==> src/rtl/tern_weight_loader_pkg.sv <==
// Shared definitions for the ternary weight loader: FSM states, 2-bit code
// values and the byte-count / counter-width derivations.
package tern_weight_loader_pkg;

  typedef enum logic [1:0] {
    IDLE   = 2'd0,
    LOAD   = 2'd1,
    COMMIT = 2'd2
  } state_e;

  localparam logic [1:0] TERN_ZERO = 2'b00;
  localparam logic [1:0] TERN_POS  = 2'b01;
  localparam logic [1:0] TERN_NEG  = 2'b11;
  localparam logic [1:0] TERN_RSVD = 2'b10;

  localparam int CODES_PER_BYTE = 4;

  function automatic int calc_nbytes(input int in_len, input int out_len);
    return (in_len * out_len) / CODES_PER_BYTE;
  endfunction

  // A single-byte load still needs a 1-bit counter to be a legal vector.
  function automatic int calc_cnt_w(input int nbytes);
    return (nbytes > 1) ? $clog2(nbytes) : 1;
  endfunction

endpackage

==> src/rtl/tern_code_check.sv <==
// Sanitizes one 2-bit ternary code: the reserved value is forced to zero
// and flagged so the loader can raise its sticky error.
module tern_code_check
  import tern_weight_loader_pkg::*;
(
  input  logic [1:0] code_i,
  output logic [1:0] code_o,
  output logic       err_o
);

  assign err_o  = (code_i == TERN_RSVD);
  assign code_o = err_o ? TERN_ZERO : code_i;

endmodule

==> src/rtl/tern_weight_loader.sv <==
// Streams packed ternary weights into a shadow buffer and commits them to
// the W output in one cycle, so a consumer never sees a half-loaded matrix.
module tern_weight_loader
  import tern_weight_loader_pkg::*;
#(
  parameter int InLen  = 16,
  parameter int OutLen = 8
) (
  input  logic                       clk,
  input  logic                       rst_n,
  input  logic                       load_start,
  input  logic [7:0]                 byte_in,
  input  logic                       byte_valid,
  output logic                       byte_ready,
  output logic [2*InLen*OutLen-1:0]  W,
  output logic                       w_valid,
  output logic                       busy,
  output logic                       commit,
  output logic                       code_err
);

  localparam int NBYTES = calc_nbytes(InLen, OutLen);
  localparam int CW     = calc_cnt_w(NBYTES);
  localparam int WW     = 2 * InLen * OutLen;
  localparam logic [CW-1:0] LAST_BYTE = CW'(NBYTES - 1);

  state_e          state_q;
  logic [CW-1:0]   cnt_q;
  logic [WW-1:0]   shadow_q;
  logic [WW-1:0]   w_q;
  logic            w_valid_q;
  logic            commit_q;
  logic            code_err_q;
  logic            busy_q;
  logic            ready_q;

  logic [7:0]      byte_clean;
  logic [3:0]      lane_err;

  for (genvar gi = 0; gi < CODES_PER_BYTE; gi++) begin : g_lane
    tern_code_check u_code_check (
      .code_i (byte_in[2*gi +: 2]),
      .code_o (byte_clean[2*gi +: 2]),
      .err_o  (lane_err[gi])
    );
  end

  always_ff @(posedge clk or negedge rst_n) begin
    if (!rst_n) begin
      state_q    <= IDLE;
      cnt_q      <= '0;
      shadow_q   <= '0;
      w_q        <= '0;
      w_valid_q  <= 1'b0;
      commit_q   <= 1'b0;
      code_err_q <= 1'b0;
      busy_q     <= 1'b0;
      ready_q    <= 1'b0;
    end else begin
      commit_q <= 1'b0;
      unique case (state_q)
        IDLE: begin
          if (load_start) begin
            state_q    <= LOAD;
            busy_q     <= 1'b1;
            ready_q    <= 1'b1;
            cnt_q      <= '0;
            shadow_q   <= '0;
            code_err_q <= 1'b0;
          end
        end
        LOAD: begin
          // A restart wins over a byte offered in the same cycle.
          if (load_start) begin
            cnt_q      <= '0;
            shadow_q   <= '0;
            code_err_q <= 1'b0;
          end else if (byte_valid) begin
            shadow_q[{cnt_q, 3'b000} +: 8] <= byte_clean;
            if (|lane_err) code_err_q <= 1'b1;
            if (cnt_q == LAST_BYTE) begin
              state_q  <= COMMIT;
              ready_q  <= 1'b0;
              commit_q <= 1'b1;
            end else begin
              cnt_q <= cnt_q + 1'b1;
            end
          end
        end
        COMMIT: begin
          w_q       <= shadow_q;
          w_valid_q <= 1'b1;
          busy_q    <= 1'b0;
          state_q   <= IDLE;
        end
        default: begin
          state_q <= IDLE;
          busy_q  <= 1'b0;
          ready_q <= 1'b0;
        end
      endcase
    end
  end

  assign byte_ready = ready_q;
  assign W          = w_q;
  assign w_valid    = w_valid_q;
  assign busy       = busy_q;
  assign commit     = commit_q;
  assign code_err   = code_err_q;

endmodule

==> config.mk <==
export PLATFORM = sky130hd
export DESIGN_NAME = tern_weight_loader
export DESIGN_NICKNAME = d
export VERILOG_FILES = /design/src/rtl/tern_weight_loader_pkg.sv /design/src/rtl/tern_code_check.sv /design/src/rtl/tern_weight_loader.sv
export SDC_FILE = /design/constraint.sdc
export NUM_CORES = 1
export LEC_CHECK = 0
export CORE_UTILIZATION = 55
export DETAILED_ROUTE_END_ITERATION = 7
export PLACE_DENSITY = 0.81
export SETUP_SLACK_MARGIN = 0.02
export SLEW_MARGIN = 20
export SYNTH_ARGS = -nofsm -noshare
export SYNTH_HDL_FRONTEND = slang
export SYNTH_SLANG_ARGS = --single-unit
==> constraint.sdc <==
create_clock -name clk -period 3.2 [get_ports clk]
set_input_delay 0.8 -clock clk [delete_from_list [all_inputs] [get_ports clk]]
set_output_delay 0.8 -clock clk [all_outputs]
set_load 0.005 [all_outputs]
==> results.md <==
GRT:
- After global routing the overflow that remains totals 0.
- The wire length of the first global-routing pass is 83,500 microns.
- Entering global routing, the biggest net connects 75 pins.
- The global-route total usage across every layer is 28.5%.
- The number of antenna violations at the first check in global routing is 4.
- The number of global-route vias before repair came to 13,981.

Power:
- The analysis attributes to cell leakage a power of 12.3 nW.
- The power per cell area is 522 nW/um^2.
- The total power consumption of the routed design is 13.5 mW.
- The worst-case IR drop observed on VDD is 0.365 mV.

Route:
- The total iterations of the first detailed-routing run is 5.
- The detail route stage leaves a number of antenna-violating nets equal to 0.
- The detailed-route wire length is 53,000 microns.
- The average wire per standard cell is 23.6 microns.
- The via count is 13,458.
- In the routed design, unresolved DRC markers number 0.
- After detailed routing, the number of vias per cell comes to 5.99.
- In this run, the number of DRC markers left after iteration 0 of detailed routing was 1,075.

Timing:
- The number of hold-slack violations in the final timing report came to 0.
- Setup violations remaining at the end of the flow were counted as 0.
- The minimum setup slack in the final design is 544 ps.
- The number of slew-limit violations in the final report is 0.
- The part of the cycle the worst path needs is 83.0%.
- Across all hold checks on the routed design, the worst slack comes to 238 ps.
- The highest clock frequency the design can meet is 0.376 GHz.
- The total negative slack for setup checks is 0 ps.
- Subtracting the final worst setup slack from the clock period gives 2660 ps.
- Setup repair after global routing left no endpoint under its margin.
- For the final database, setup skew stands at 14.7 ps.
- The max-slew headroom at the worst pin is 42.0%.
- For the pin with the worst max-slew slack, the measured transition is 861 ps.

Die:
- The floorplan core area is 36,700 sq um.
- The number of I/O pins is 273.
- Once the floorplan was initialized, standard cells occupied 56.1% of the core.
- The height of the die is 195 microns.
- The floorplan has 70 rows.
- The area enclosed by the die boundary is 38,200 sq um.
- The floorplan step set the die width to 195 microns.

Logic synthesis:
- The number of unique standard cell types used by synthesis is 72.
- In the synthesized netlist the dominant register cell turns out to be sky130_fd_sc_hd__dfrtp_1.
- The number of flip-flops and latches in the synthesized netlist is 524.
- In the synthesized netlist, the number of instances is 1,435.
- The area fraction of the dominant cell type after synthesis is 63.7%.
- The post-synthesis async set-or-reset flop share is 100%.
- After synthesis, flip-flops and latches occupy 63.7% of the total area.
- The number of synthesized flops with an enable pin is 0.
- Averaged over all synthesized cells, the footprint is 14.3 sq um.
- Sorting the synthesized cells by area gives the leading types as sky130_fd_sc_hd__dfrtp_1 64%, sky130_fd_sc_hd__mux2_2 14%, sky130_fd_sc_hd__a22o_1 6.0%.
- The total nets after synthesis is 1,454.
- The number of warnings issued by yosys is 0.
- Summing every instance area after synthesis gives 20,600 sq um.
- The synthesized design spends more area on one cell type than any other, namely sky130_fd_sc_hd__dfrtp_1.

Cells and area:
- For this run, the post-layout net count is 1,758.
- The final standard cell area without fillers is 25,800 sq um.
- In the layout the commonest cells are 524 x sky130_fd_sc_hd__dfrtp_1, 271 x sky130_fd_sc_hd__clkdlybuf4s50_1, 257 x sky130_fd_sc_hd__mux2_2, 142 x sky130_fd_sc_hd__a22o_1, 109 x sky130_fd_sc_hd__nand2_1.
- The leading cell type in the layout, fill and taps excluded is sky130_fd_sc_hd__dfrtp_1.
- The share of cells above drive strength 1 is 23.9%.
- The fill cell instance count of the final layout is 2,448.
- From synthesis to final layout, the design area changed by 25.6%.
- Registers take 13,100 sq um.
- 0 antenna diodes ended up in the layout.
- The multi-input combinational cell area is 7120 sq um.

CTS:
- The post-cts resize count is 0.
- The depth of the CTS H-tree is 2.
- The clock latency at the later pin of the worst-skew pair is 570 ps.
- The maximum number of buffers from clock root to sink is 3.
- The number of CTS-inserted buffers is 51.
- The tree built by TritonCTS fans out to 524 sinks.
- The number of hold buffers added after cts is 0.
- TritonCTS built the clock tree.
- The cell chosen for the clock root is sky130_fd_sc_hd__clkbuf_16.
- The number of setup buffers added after CTS is 0.
- Clock-pin slew was measured on the worst setup and hold paths at 60 ps.

Run status:
- The flow ran to the end, and the final reports show no timing, DRC or antenna violations.

Setup path:
- The standard cell with the maximum stage delay on the critical path is sky130_fd_sc_hd__clkdlybuf4s50_1.
- The critical path goes through clkdlybuf4s50_1 -> nor4bb_1 -> buf_4 -> nand4_1 -> nor2_1 -> a22o_1.
- The critical path required time is 3700 ps.
- STA classifies the critical path startpoint as an input port.
- The logic depth of the worst register-to-register path is 6.
- The setup slack on the worst flop-to-flop path is 570 ps.
- Data arrives at the worst endpoint at 3160 ps.
- The endpoint class of the critical path is a register.
- Along the worst path, the maximum fanout reaches 8.
- The delay of the slowest cell on the worst path is 570 ps.
- The most critical setup path has its endpoint at shadow_q[46].
- The endpoint identified for the worst register-to-register timing path is shadow_q[190].
- By startpoint and endpoint, the worst setup path is classified as in2reg.
- The origin of the worst setup path is byte_valid.
- The startpoint identified for the worst register-to-register timing path is cnt_q[0].

Placement:
- OpenSTA, run right after detailed placement, puts the worst setup slack at 31.0 ps.
- Port buffering added 272 buffers.
- The half-perimeter wire length after detailed placement is 35,700 microns.
- The final weighted congestion in routability-driven placement is 0.890.
- Summing all placed instances gives a cell area of 24,100 sq um.

Job:
- The number of max-capacitance violations reported is 0.

Hold path:
- The path class of the tightest hold or removal check is in2async.
[cell usage after synthesis, types with 2 or more instances]
library cell                  n
sky130_fd_sc_hd__buf_6        3
sky130_fd_sc_hd__a21oi_1     10
sky130_fd_sc_hd__mux2i_1     73
sky130_fd_sc_hd__nand2b_1     5
sky130_fd_sc_hd__mux2_2     257
sky130_fd_sc_hd__or2_1        2
sky130_fd_sc_hd__a31oi_4      5
sky130_fd_sc_hd__a21o_1       2
sky130_fd_sc_hd__o31a_2       2
sky130_fd_sc_hd__buf_1        5
sky130_fd_sc_hd__o31a_1       2
sky130_fd_sc_hd__a41oi_1      2
sky130_fd_sc_hd__inv_1        9
sky130_fd_sc_hd__nand2_1    111
sky130_fd_sc_hd__ha_1         7
sky130_fd_sc_hd__nor2b_1      4
sky130_fd_sc_hd__a211oi_1     2
sky130_fd_sc_hd__and2_1       9
sky130_fd_sc_hd__dfrtp_1    524
sky130_fd_sc_hd__and3_1       7
sky130_fd_sc_hd__o2bb2ai_1   28
sky130_fd_sc_hd__buf_4        6
sky130_fd_sc_hd__o211ai_1     2
sky130_fd_sc_hd__o21ai_0     14
sky130_fd_sc_hd__a32o_1       4
sky130_fd_sc_hd__clkbuf_1    44
sky130_fd_sc_hd__nand3b_1     3
sky130_fd_sc_hd__nand2_2      2
sky130_fd_sc_hd__nand3_1     17
sky130_fd_sc_hd__buf_2       12
sky130_fd_sc_hd__o32ai_1      4
sky130_fd_sc_hd__nand4_1      4
sky130_fd_sc_hd__nor2_2       8
sky130_fd_sc_hd__a221oi_1     2
sky130_fd_sc_hd__o31a_4       4
sky130_fd_sc_hd__a31oi_2      2
sky130_fd_sc_hd__a22o_1     142
sky130_fd_sc_hd__nor2_1      53
sky130_fd_sc_hd__nor3_1       8
sky130_fd_sc_hd__nor2_4       3
[layout make-up]
cell class                      count  share of cell area [%]
Multi-Input combinational cell    831                    27.5
Sequential cell                   524                    50.7
Inverter                            9                   0.131
Clock inverter                     12                   0.736
Clock buffer                       82                    5.98
Tap cell                          468                    2.27
Timing Repair Buffer              322                    12.6
[per-layer routing]
layer	share of wire, %	vias to the layer above	track usage (%)
li1	-	5832	-
met1	44	7054	40.2
met2	47	475	44.6
met3	6.6	89	6.08
met4	2.4	8	8.63
met5	0.083	-	0
[power breakdown]
part	total [mW]	internal, mW	switching [mW]
logic	0.660	0.168	0.493
clock network	6.19	3.70	2.49
registers	6.65	6.64	0.0111
total	13.5	10.5	3.00
[state kept, by name, summed over array words and instances (netlist names)]
signal / cells
code_err: 1
commit: 1
state_q: 2
W: 256
busy: 1
cnt_q: 5
byte_ready: 1
w_valid: 1
shadow_q: 256
[per-stage QoR]
step	utilization, %	std cells
2_1_floorplan	-	1435
3_3_place_gp	65.7	2154
3_5_place_dp	65.7	2154
4_1_cts	70.4	2248
5_1_grt	70.4	2248
6_report	70.4	2248
[worst max-delay path: cells and delay by family]
kind / cells / cell delay (ps)
buffers and inverters: 2 / 790
AO/OA/AOI/OAI: 1 / 210
AND/OR/NAND/NOR: 3 / 1340
[kinds of logic after synthesis]
group / Yosys count / share of synthesized area, %
and+or+nand+nor: 254 / 5.98
adders and majority gates: 7 / 0.426
muxes: 330 / 17.6
DFF: 524 / 63.7
buffers and inverters: 80 / 1.76
xor gates and xnor gates: 2 / 0.0852
AOI/OAI and AO/OA: 238 / 10.4
[worst min-delay path by stage]
stage,to,cells after the start
after global placement,w_valid,1
final,shadow_q[15],1
after floorplan,shadow_q[112],1
after detailed placement,w_valid,1
after global routing,shadow_q[13],1
after CTS,shadow_q[15],1
Power figures use the tool's default switching activity.
